===== src/rtl/tbird_pkg.sv =====
// rtl/tbird_pkg.sv - shared types and helpers for the tail-light sequencer
//
// Purpose: state encoding shared by the sequencer and its bench-side
// interface, plus the hazard-request decode used in several transitions.
package tbird_pkg;

  typedef enum logic [2:0] {
    ST_IDLE    = 3'd0,
    ST_LEFT    = 3'd1,
    ST_RIGHT   = 3'd2,
    ST_HAZ_ON  = 3'd3,
    ST_HAZ_OFF = 3'd4
  } t_tbird_seq_state;

  // Both turn requests at once are treated exactly like a hazard request.
  function automatic logic hazard_req(input logic haz, input logic left,
                                      input logic right);
    return haz | (left & right);
  endfunction

endpackage


===== src/rtl/tbird_tick_div.sv =====
// rtl/tbird_tick_div.sv - step-rate divider producing the sequencer tick
//
// Purpose: counts clocks and raises tick once the count reaches step_div.
// Ports:
//   clk, rst_b : clock, asynchronous active-low reset
//   clr        : hold the count at zero
//   step_div   : step period minus one (0 = tick every clock)
//   tick       : step strobe, combinational from count and step_div
module tbird_tick_div #(
  parameter int DIV_W = 4
) (
  input  logic             clk,
  input  logic             rst_b,
  input  logic             clr,
  input  logic [DIV_W-1:0] step_div,
  output logic             tick
);

  logic [DIV_W-1:0] count_q;
  logic [DIV_W-1:0] count_d;

  // Compare with >= so that lowering step_div below the running count
  // produces an immediate tick instead of a wrap through the full range.
  assign tick = (count_q >= step_div);

  always_comb begin
    count_d = count_q + DIV_W'(1);
    if (clr || tick) begin
      count_d = '0;
    end
  end

  always_ff @(posedge clk or negedge rst_b) begin
    if (!rst_b) begin
      count_q <= '0;
    end else begin
      count_q <= count_d;
    end
  end

endmodule


===== src/rtl/tbird_seq.sv =====
// rtl/tbird_seq.sv - Thunderbird-style tail-light sequencer
//
// Purpose: sequences turn lamps as a growing thermometer, flashes hazards,
// and overlays brake on the non-sequencing side(s).
// Ports:
//   clk, rst_b          : clock, asynchronous active-low reset
//   left/right/haz/brake: request levels
//   step_div            : step period minus one, in clocks
//   l_lights/r_lights   : lamps per side, bit 0 innermost
//   busy                : high whenever the sequencer is not idle
module tbird_seq
  import tbird_pkg::*;
#(
  parameter int N_LAMPS = 3,
  parameter int DIV_W   = 4
) (
  input  logic               clk,
  input  logic               rst_b,
  input  logic               left,
  input  logic               right,
  input  logic               haz,
  input  logic               brake,
  input  logic [DIV_W-1:0]   step_div,
  output logic [N_LAMPS-1:0] l_lights,
  output logic [N_LAMPS-1:0] r_lights,
  output logic               busy
);

  localparam int POS_W = $clog2(N_LAMPS + 1);
  localparam logic [POS_W-1:0] POS_MAX = POS_W'(N_LAMPS);
  localparam logic [POS_W-1:0] POS_ONE = POS_W'(1);

  t_tbird_seq_state   state_q, state_d;
  logic [POS_W-1:0]   pos_q, pos_d;
  logic               tick;
  logic               div_clr;
  logic               hz;
  logic               own_req;
  logic [N_LAMPS-1:0] seq_mask;

  // Divider is parked at zero while idle so every sequence starts with a
  // full step period after leaving IDLE.
  assign div_clr = (state_q == ST_IDLE);

  tbird_tick_div #(
    .DIV_W (DIV_W)
  ) u_tick_div (
    .clk      (clk),
    .rst_b    (rst_b),
    .clr      (div_clr),
    .step_div (step_div),
    .tick     (tick)
  );

  assign hz      = hazard_req(haz, left, right);
  assign own_req = (state_q == ST_LEFT) ? left : right;

  always_ff @(posedge clk or negedge rst_b) begin
    if (!rst_b) begin
      state_q <= ST_IDLE;
      pos_q   <= '0;
    end else begin
      state_q <= state_d;
      pos_q   <= pos_d;
    end
  end

  always_comb begin
    state_d = state_q;
    pos_d   = pos_q;
    case (state_q)
      // IDLE reacts on the first clock a request is seen, not on a tick.
      ST_IDLE: begin
        pos_d = '0;
        if (hz) begin
          state_d = ST_HAZ_ON;
        end else if (left) begin
          state_d = ST_LEFT;
          pos_d   = POS_ONE;
        end else if (right) begin
          state_d = ST_RIGHT;
          pos_d   = POS_ONE;
        end
      end
      // The opposite single request is never looked at here; only a
      // hazard can interrupt a running sequence.
      ST_LEFT, ST_RIGHT: begin
        if (tick) begin
          if (hz) begin
            state_d = ST_HAZ_ON;
            pos_d   = '0;
          end else if (pos_q < POS_MAX) begin
            pos_d = pos_q + POS_ONE;
          end else if (own_req) begin
            pos_d = '0;
          end else begin
            state_d = ST_IDLE;
            pos_d   = '0;
          end
        end
      end
      ST_HAZ_ON: begin
        if (tick) begin
          state_d = ST_HAZ_OFF;
        end
      end
      ST_HAZ_OFF: begin
        if (tick) begin
          state_d = hz ? ST_HAZ_ON : ST_IDLE;
        end
      end
      default: begin
        state_d = ST_IDLE;
        pos_d   = '0;
      end
    endcase
  end

  // Thermometer: the lowest pos lamps are lit.
  always_comb begin
    seq_mask = '0;
    for (int i = 0; i < N_LAMPS; i++) begin
      seq_mask[i] = (POS_W'(i) < pos_q);
    end
  end

  // Lamps depend only on state, pos and brake so request glitches never
  // reach the lamps between ticks.
  always_comb begin
    l_lights = '0;
    r_lights = '0;
    busy     = (state_q != ST_IDLE);
    case (state_q)
      ST_IDLE: begin
        if (brake) begin
          l_lights = '1;
          r_lights = '1;
        end
      end
      ST_LEFT: begin
        l_lights = seq_mask;
        if (brake) begin
          r_lights = '1;
        end
      end
      ST_RIGHT: begin
        r_lights = seq_mask;
        if (brake) begin
          l_lights = '1;
        end
      end
      ST_HAZ_ON: begin
        l_lights = '1;
        r_lights = '1;
      end
      default: begin
        l_lights = '0;
        r_lights = '0;
      end
    endcase
  end

endmodule


===== config.mk =====
export PLATFORM = sky130hd
export DESIGN_NAME = tbird_seq
export DESIGN_NICKNAME = d
export VERILOG_FILES = /design/src/rtl/tbird_pkg.sv /design/src/rtl/tbird_tick_div.sv /design/src/rtl/tbird_seq.sv
export SDC_FILE = /design/constraint.sdc
export NUM_CORES = 1
export LEC_CHECK = 0
export CORE_MARGIN = 3
export CORE_UTILIZATION = 50
export CTS_BUF_LIST = sky130_fd_sc_hd__clkbuf_16
export DETAILED_ROUTE_END_ITERATION = 10
export GPL_TIMING_DRIVEN = 1
export MAX_ROUTING_LAYER = met4
export PLACE_DENSITY = 0.78
export SLEW_MARGIN = 20
export SYNTH_ARGS = -nofsm -noshare
export SYNTH_HDL_FRONTEND = slang
export SYNTH_HIERARCHICAL = 1
export SYNTH_SLANG_ARGS = --single-unit

===== constraint.sdc =====
create_clock -name clk -period 2.6 [get_ports clk]
set_input_delay 0.65 -clock clk [delete_from_list [all_inputs] [get_ports clk]]
set_output_delay 0.65 -clock clk [all_outputs]
set_load 0.05 [all_outputs]

[Word level (Yosys, flattened, before mapping)]
Cells that the tools add are included.
Word-level totals
  word-level logic and storage cells: 55
  memories kept: 0
  latch bits: 0
  output and inout bits: 7
  register bits after elaboration: 9
  RAM bits: 0
  bits in read-only memories: 0
  input port bits: 10
Cells by class
  equality and inequality tests: 10
  add/subtract/negate cells: 2
  muxes and demuxes: 23
  bitwise logic cells: 3
  reductions and logical operators: 9
  magnitude comparators: 5
  div/mod/pow operators: 0
  shift-type cells: 0
  multiply operators: 0
Operator list (count)
  $mux 3: 10
  $pmux 3 s3: 2
  $pmux 3 s4: 1
  $mux 2: 4
  $reduce_or 2->1: 4
  $eq 3x2->1 const B: 2
  $ne 2x1->1 const B: 3
  $ne 3x3->1 const B: 2
  $pmux 2 s3: 1
  $reduce_and 6->1: 1
  $add 4x1->4 const B: 1
  $ge 4x4->1: 1
  $lt 1x2->1 const A: 2
  $mux 1: 4
  $mux 4: 1
  $ne 4x4->1 const B: 1
  $eq 3x1->1 const B: 1
  $eq 3x3->1 const B: 1
  $logic_not 3->1: 1
  $reduce_bool 3->1: 1
  $add 2x1->2 const B: 1
  $lt 2x2->1 const A: 1
  $lt 2x2->1 const B: 1
  $reduce_and 2->1: 1
  other kinds (4): 4

[Longest topological paths before layout]
  depth after elaboration: 7
  mapped depth: 9
  gate-level depth less buffers: 9

[Cells and area by module]
The synthesis kept the hierarchy.
Modules (own cells, without submodules)
  tbird_seq: seq. area each 125.1 um2, cells an instance 63, area an instance 610.6 um2, times used 1
  tbird_tick_div: seq. area each 100.1 um2, cells an instance 27, area an instance 260.2 um2, times used 1

[Worst setup path after synthesis]
OpenSTA, ideal clock, no wires.
  kind: input -> output
  start: input port brake
  end: output port l_lights[0]
  stages: 2
  path slack: 13 ps
  path buffers: 0
  arrival: 1937 ps
  required time: 1950 ps
  cell sequence: nor2_1 -> a311oi_1
On the way
  cells in the longest elaborated chain, start to end: 2
RTL lines
  start: declaration: RTL line tbird_seq.sv:22  | input logic brake,
  $mux 3: RTL line tbird_seq.sv:135, tbird_seq.sv:148
  $pmux 3 s3: RTL line tbird_seq.sv:133  | case (state_q)
  end: declaration: RTL line tbird_seq.sv:24  | output logic [N_LAMPS-1:0] l_lights,
No other way between the ends.

[Worst setup path after layout]
  start: input port brake
  end: output port r_lights[1]
On the way
  cells in the longest elaborated chain, start to end: 2
RTL lines
  $mux 3: RTL line tbird_seq.sv:135, tbird_seq.sv:142
  $pmux 3 s3: RTL line tbird_seq.sv:133
  end: declaration: RTL line tbird_seq.sv:25  | output logic [N_LAMPS-1:0] r_lights,
No other way between the ends.

==> flow_summary_export.csv <==
group,metric,value,unit
run_status,status,"complete, no violations",
yosys,synth_edf_count,0,
yosys,mappedNetlistArea,870.8,µm²
clocking,htreeDepth,1,
routing,antenna_left,0,
floorplanning,io_pins,17,
setup_path,r2r_slack,0.52,ns
yosys,syn-num-nets,107,
clocking,cts_buffers,3,
placed_design,dp.final_hpwl,1.363,mm
yosys,avgSynthCellArea,9.676,µm²
yosys,ys_warn_count,6,
yosys,yosys.cell_types.count,37,
setup_path,worstPathMaxFanout,3,
global_routing,grt_pass1_vias,686,
setup_path,r2r_cells,8,
hold_path,worstHoldPathType,"reg -> reg",
yosys,synthArstFlopShare,100.0,%
floorplanning,num_rows,14,
yosys,seq_area_frac_synth,25.86,%
floorplanning,dieWidth,47.74,µm
sta,hold_viol_final,0,
floorplanning,core,1577,µm²
setup_path,cp.depth,4,
setup_path,cp-endpoint,"r_lights[1]",
setup_path,timing.rr.end,"state_q[0]",
setup_path,startpoint_type,"input port",
sta,setup_slack,0.1265,ns
clocking,cts_tree,"done",
sta,worstMarginPinSlew,0.6839,ns
yosys,synth_top_area_share,25.86,%
sta,layout_min_cycle_time,2.474,ns
sta,rsz0062_at_grt,"no",
global_routing,grt_antenna_before_repair,0,
setup_path,critical_path.cell_chain,"clkdlybuf4s50_1, nor2_1, a211oi_1, buf_12",
clocking,cts_hold_buf,0,
placed_design,post-place-ws,-0.1671,ns
power_and_ir_drop,p_leak,0.5196,nW
final_layout,diodes,0,
clocking,post-cts-setup-buffer-count,0,
placed_design,io_buffers,16,
floorplanning,die_h,47.74,µm
routing,drt-initial-drc-count,18,
clocking,root_buffer,"clkbuf_16",
final_layout,post-route-util,74.13,%
routing,drc,0,
clocking,cts_buffer_depth,2,
run,cap_viol_max_count,0,
final_layout,syn_to_final_growth,34.20,%
global_routing,grt_max_degree,20,
setup_path,max_stage_delay,0.48,ns
setup_path,crit_buf_inv,2,
power_and_ir_drop,ir_drop,1.046,mV
setup_path,arrival,1.82,ns
sta,final-setup-viol-count,0,
sta,relSlewSlack,54.41,%
setup_path,cp-startpoint,"brake",
setup_path,worst-setup-path-type,"in -> out",
clocking,cts_sinks,9,
clocking,worst_skew_pair.late_latency,0.23,ns
floorplanning,initial_utilization,55.24,%
clocking,clkTransAtPathRegs,0.04,ns
routing,dr.pass1.iters,5,
yosys,ys_top_cells_by_area,"dfrtp_1 26%, ha_1 10%, buf_6 5.2%",
setup_path,cp-end-kind,"primary output",
placed_design,gp_congestion,0.7846,
routing,wl_per_cell,16.05,µm
sta,skew,0.003863,ns
global_routing,grt_pass1_wl,3.091,mm
global_routing,grtUsageTotal,20.61,%
power_and_ir_drop,powerDensity,1532,nW/µm²
routing,routed_wl,1.990,mm
yosys,synth_area_leader_cell,"dfrtp_1",
yosys,ys_ff_latch,9,
setup_path,reg2reg_from,"u_tick_div/count_q[0]",
sta,report.final.slew_viol_count,0,
yosys,synth.most_common_cell,"inv_1",
yosys,netlist_top_cells_count,"10 x inv_1, 9 x dfrtp_1, 9 x nor2_1, 7 x ha_1",
setup_path,cp.required,1.95,ns
clocking,cts_resized,0,
routing,vias,760,
yosys,synthCells,90,
setup_path,crit_slowest_cell,"clkdlybuf4s50_1",
floorplanning,die_area,2279,µm²
yosys,yosys_most_used_dff,"dfrtp_1",
final_layout,final_nets,126,
setup_path,cp_top_family,"buffers and inverters",
sta,period_share,95.14,%
final_layout,layout-drive-gt1-share,24.07,%
global_routing,overflow,0,
sta,timing.fmax,0.4043,GHz
routing,via_per_inst,6.129,
==> cells in the final DEF, fill, tap and decap left out, drive strengths merged, types with 2 or more instances in the layout <==
master          n
mux2            2
o21a            3
buf            10
nand2           4
o21ai           3
or2b            2
inv            12
dfrtp           9
ha              7
o211ai          2
a211oi          4
clkbuf          3
xnor2           3
nor3b           2
clkdlybuf4s50   9
o21bai          2
mux2i           3
nor3            3
nor2            9
==> worst reg2reg max path, cell delays in order, from the launching register on <==
cell      delay, ns
dfrtp_1        0.41
inv_1          0.08
ha_1           0.27
nor3b_1        0.29
or2_1          0.17
nand2_1        0.09
nor3_2         0.27
a221oi_4       0.08
mux2_4         0.32
==> layout make-up <==
cell class | instances | area (µm²)
fill | 104 | 407.9
sequential | 9 | 225.2
clock buffer | 3 | 75.07
tap | 16 | 20.02
clock inverter | 1 | 3.754
multi-input combinational | 65 | 560.5
timing repair buffer | 19 | 240.2
inverter | 11 | 43.79
==> kinds of logic after synthesis <==
logic type                 count (synthesis)  synth area share [%]
AOI/OAI and AO/OA                         24                 25.29
DFF                                        9                 25.86
adders and majority gates                  8                 11.21
buffers and inverters                     16                 11.78
and+or+nand+nor                           24                 14.94
muxes                                      5                 6.897
xor gates and xnor gates                   4                 4.024
==> flip-flops by register name, summed over array words and instances, names as in the netlist <==
name and flops:
u_tick_div/count_q 4, pos_q 2, state_q 3
==> worst min path at each step <==
| stage | from | endpoint | slack, ns | cells past startpoint |
|---|---|---|---|---|
| final | u_tick_div/count_q[0] | u_tick_div/count_q[0] | 0.53 | 1 |
| after floorplan | rst_b | pos_q[0] | 0.35 | 0 |
| after global routing | u_tick_div/count_q[0] | u_tick_div/count_q[0] | 0.56 | 1 |
| after CTS | u_tick_div/count_q[0] | u_tick_div/count_q[0] | 0.53 | 1 |
| after global placement | u_tick_div/count_q[0] | u_tick_div/count_q[0] | 0.50 | 1 |
| after detailed placement | u_tick_div/count_q[0] | u_tick_div/count_q[0] | 0.52 | 1 |
==> metal layers <==
layer / vias up / wire [µm] / part of all wire, % / track usage (%)
li1: 357 / - / - / -
met5: - / 0 / 0 / -
met3: 4 / 155 / 7.8 / 6.767
met2: 26 / 1008 / 51 / 33.25
met4: 0 / 4 / 0.20 / 4.301
met1: 373 / 822 / 41 / 25.00
==> report_power, final <==
part | internal, W | switching [W] | leakage (nW) | total [W]
registers | 0.000194 | 0.000118 | 0.117 | 0.000311
logic | 0.000582 | 0.000629 | 0.361 | 0.00121
clock network | 0.000201 | 0.0000664 | 0.0423 | 0.000267
==> per-stage QoR <==
stage	setup TNS, ns	total power [W]	std cells	hold WS [ns]	instance area (µm²)
floorplan	0	0.001071	90	0.3544	870.8
global placement	-0.3890	0.001443	120	0.4996	1072
detailed placement	-0.6822	0.001469	120	0.5176	1072
CTS	0	0.001759	124	0.5259	1151
global route	0	0.001890	124	0.5618	1169
finish	0	0.001790	124	0.5280	1169
No activity file was read; power rests on OpenSTA's default activity.
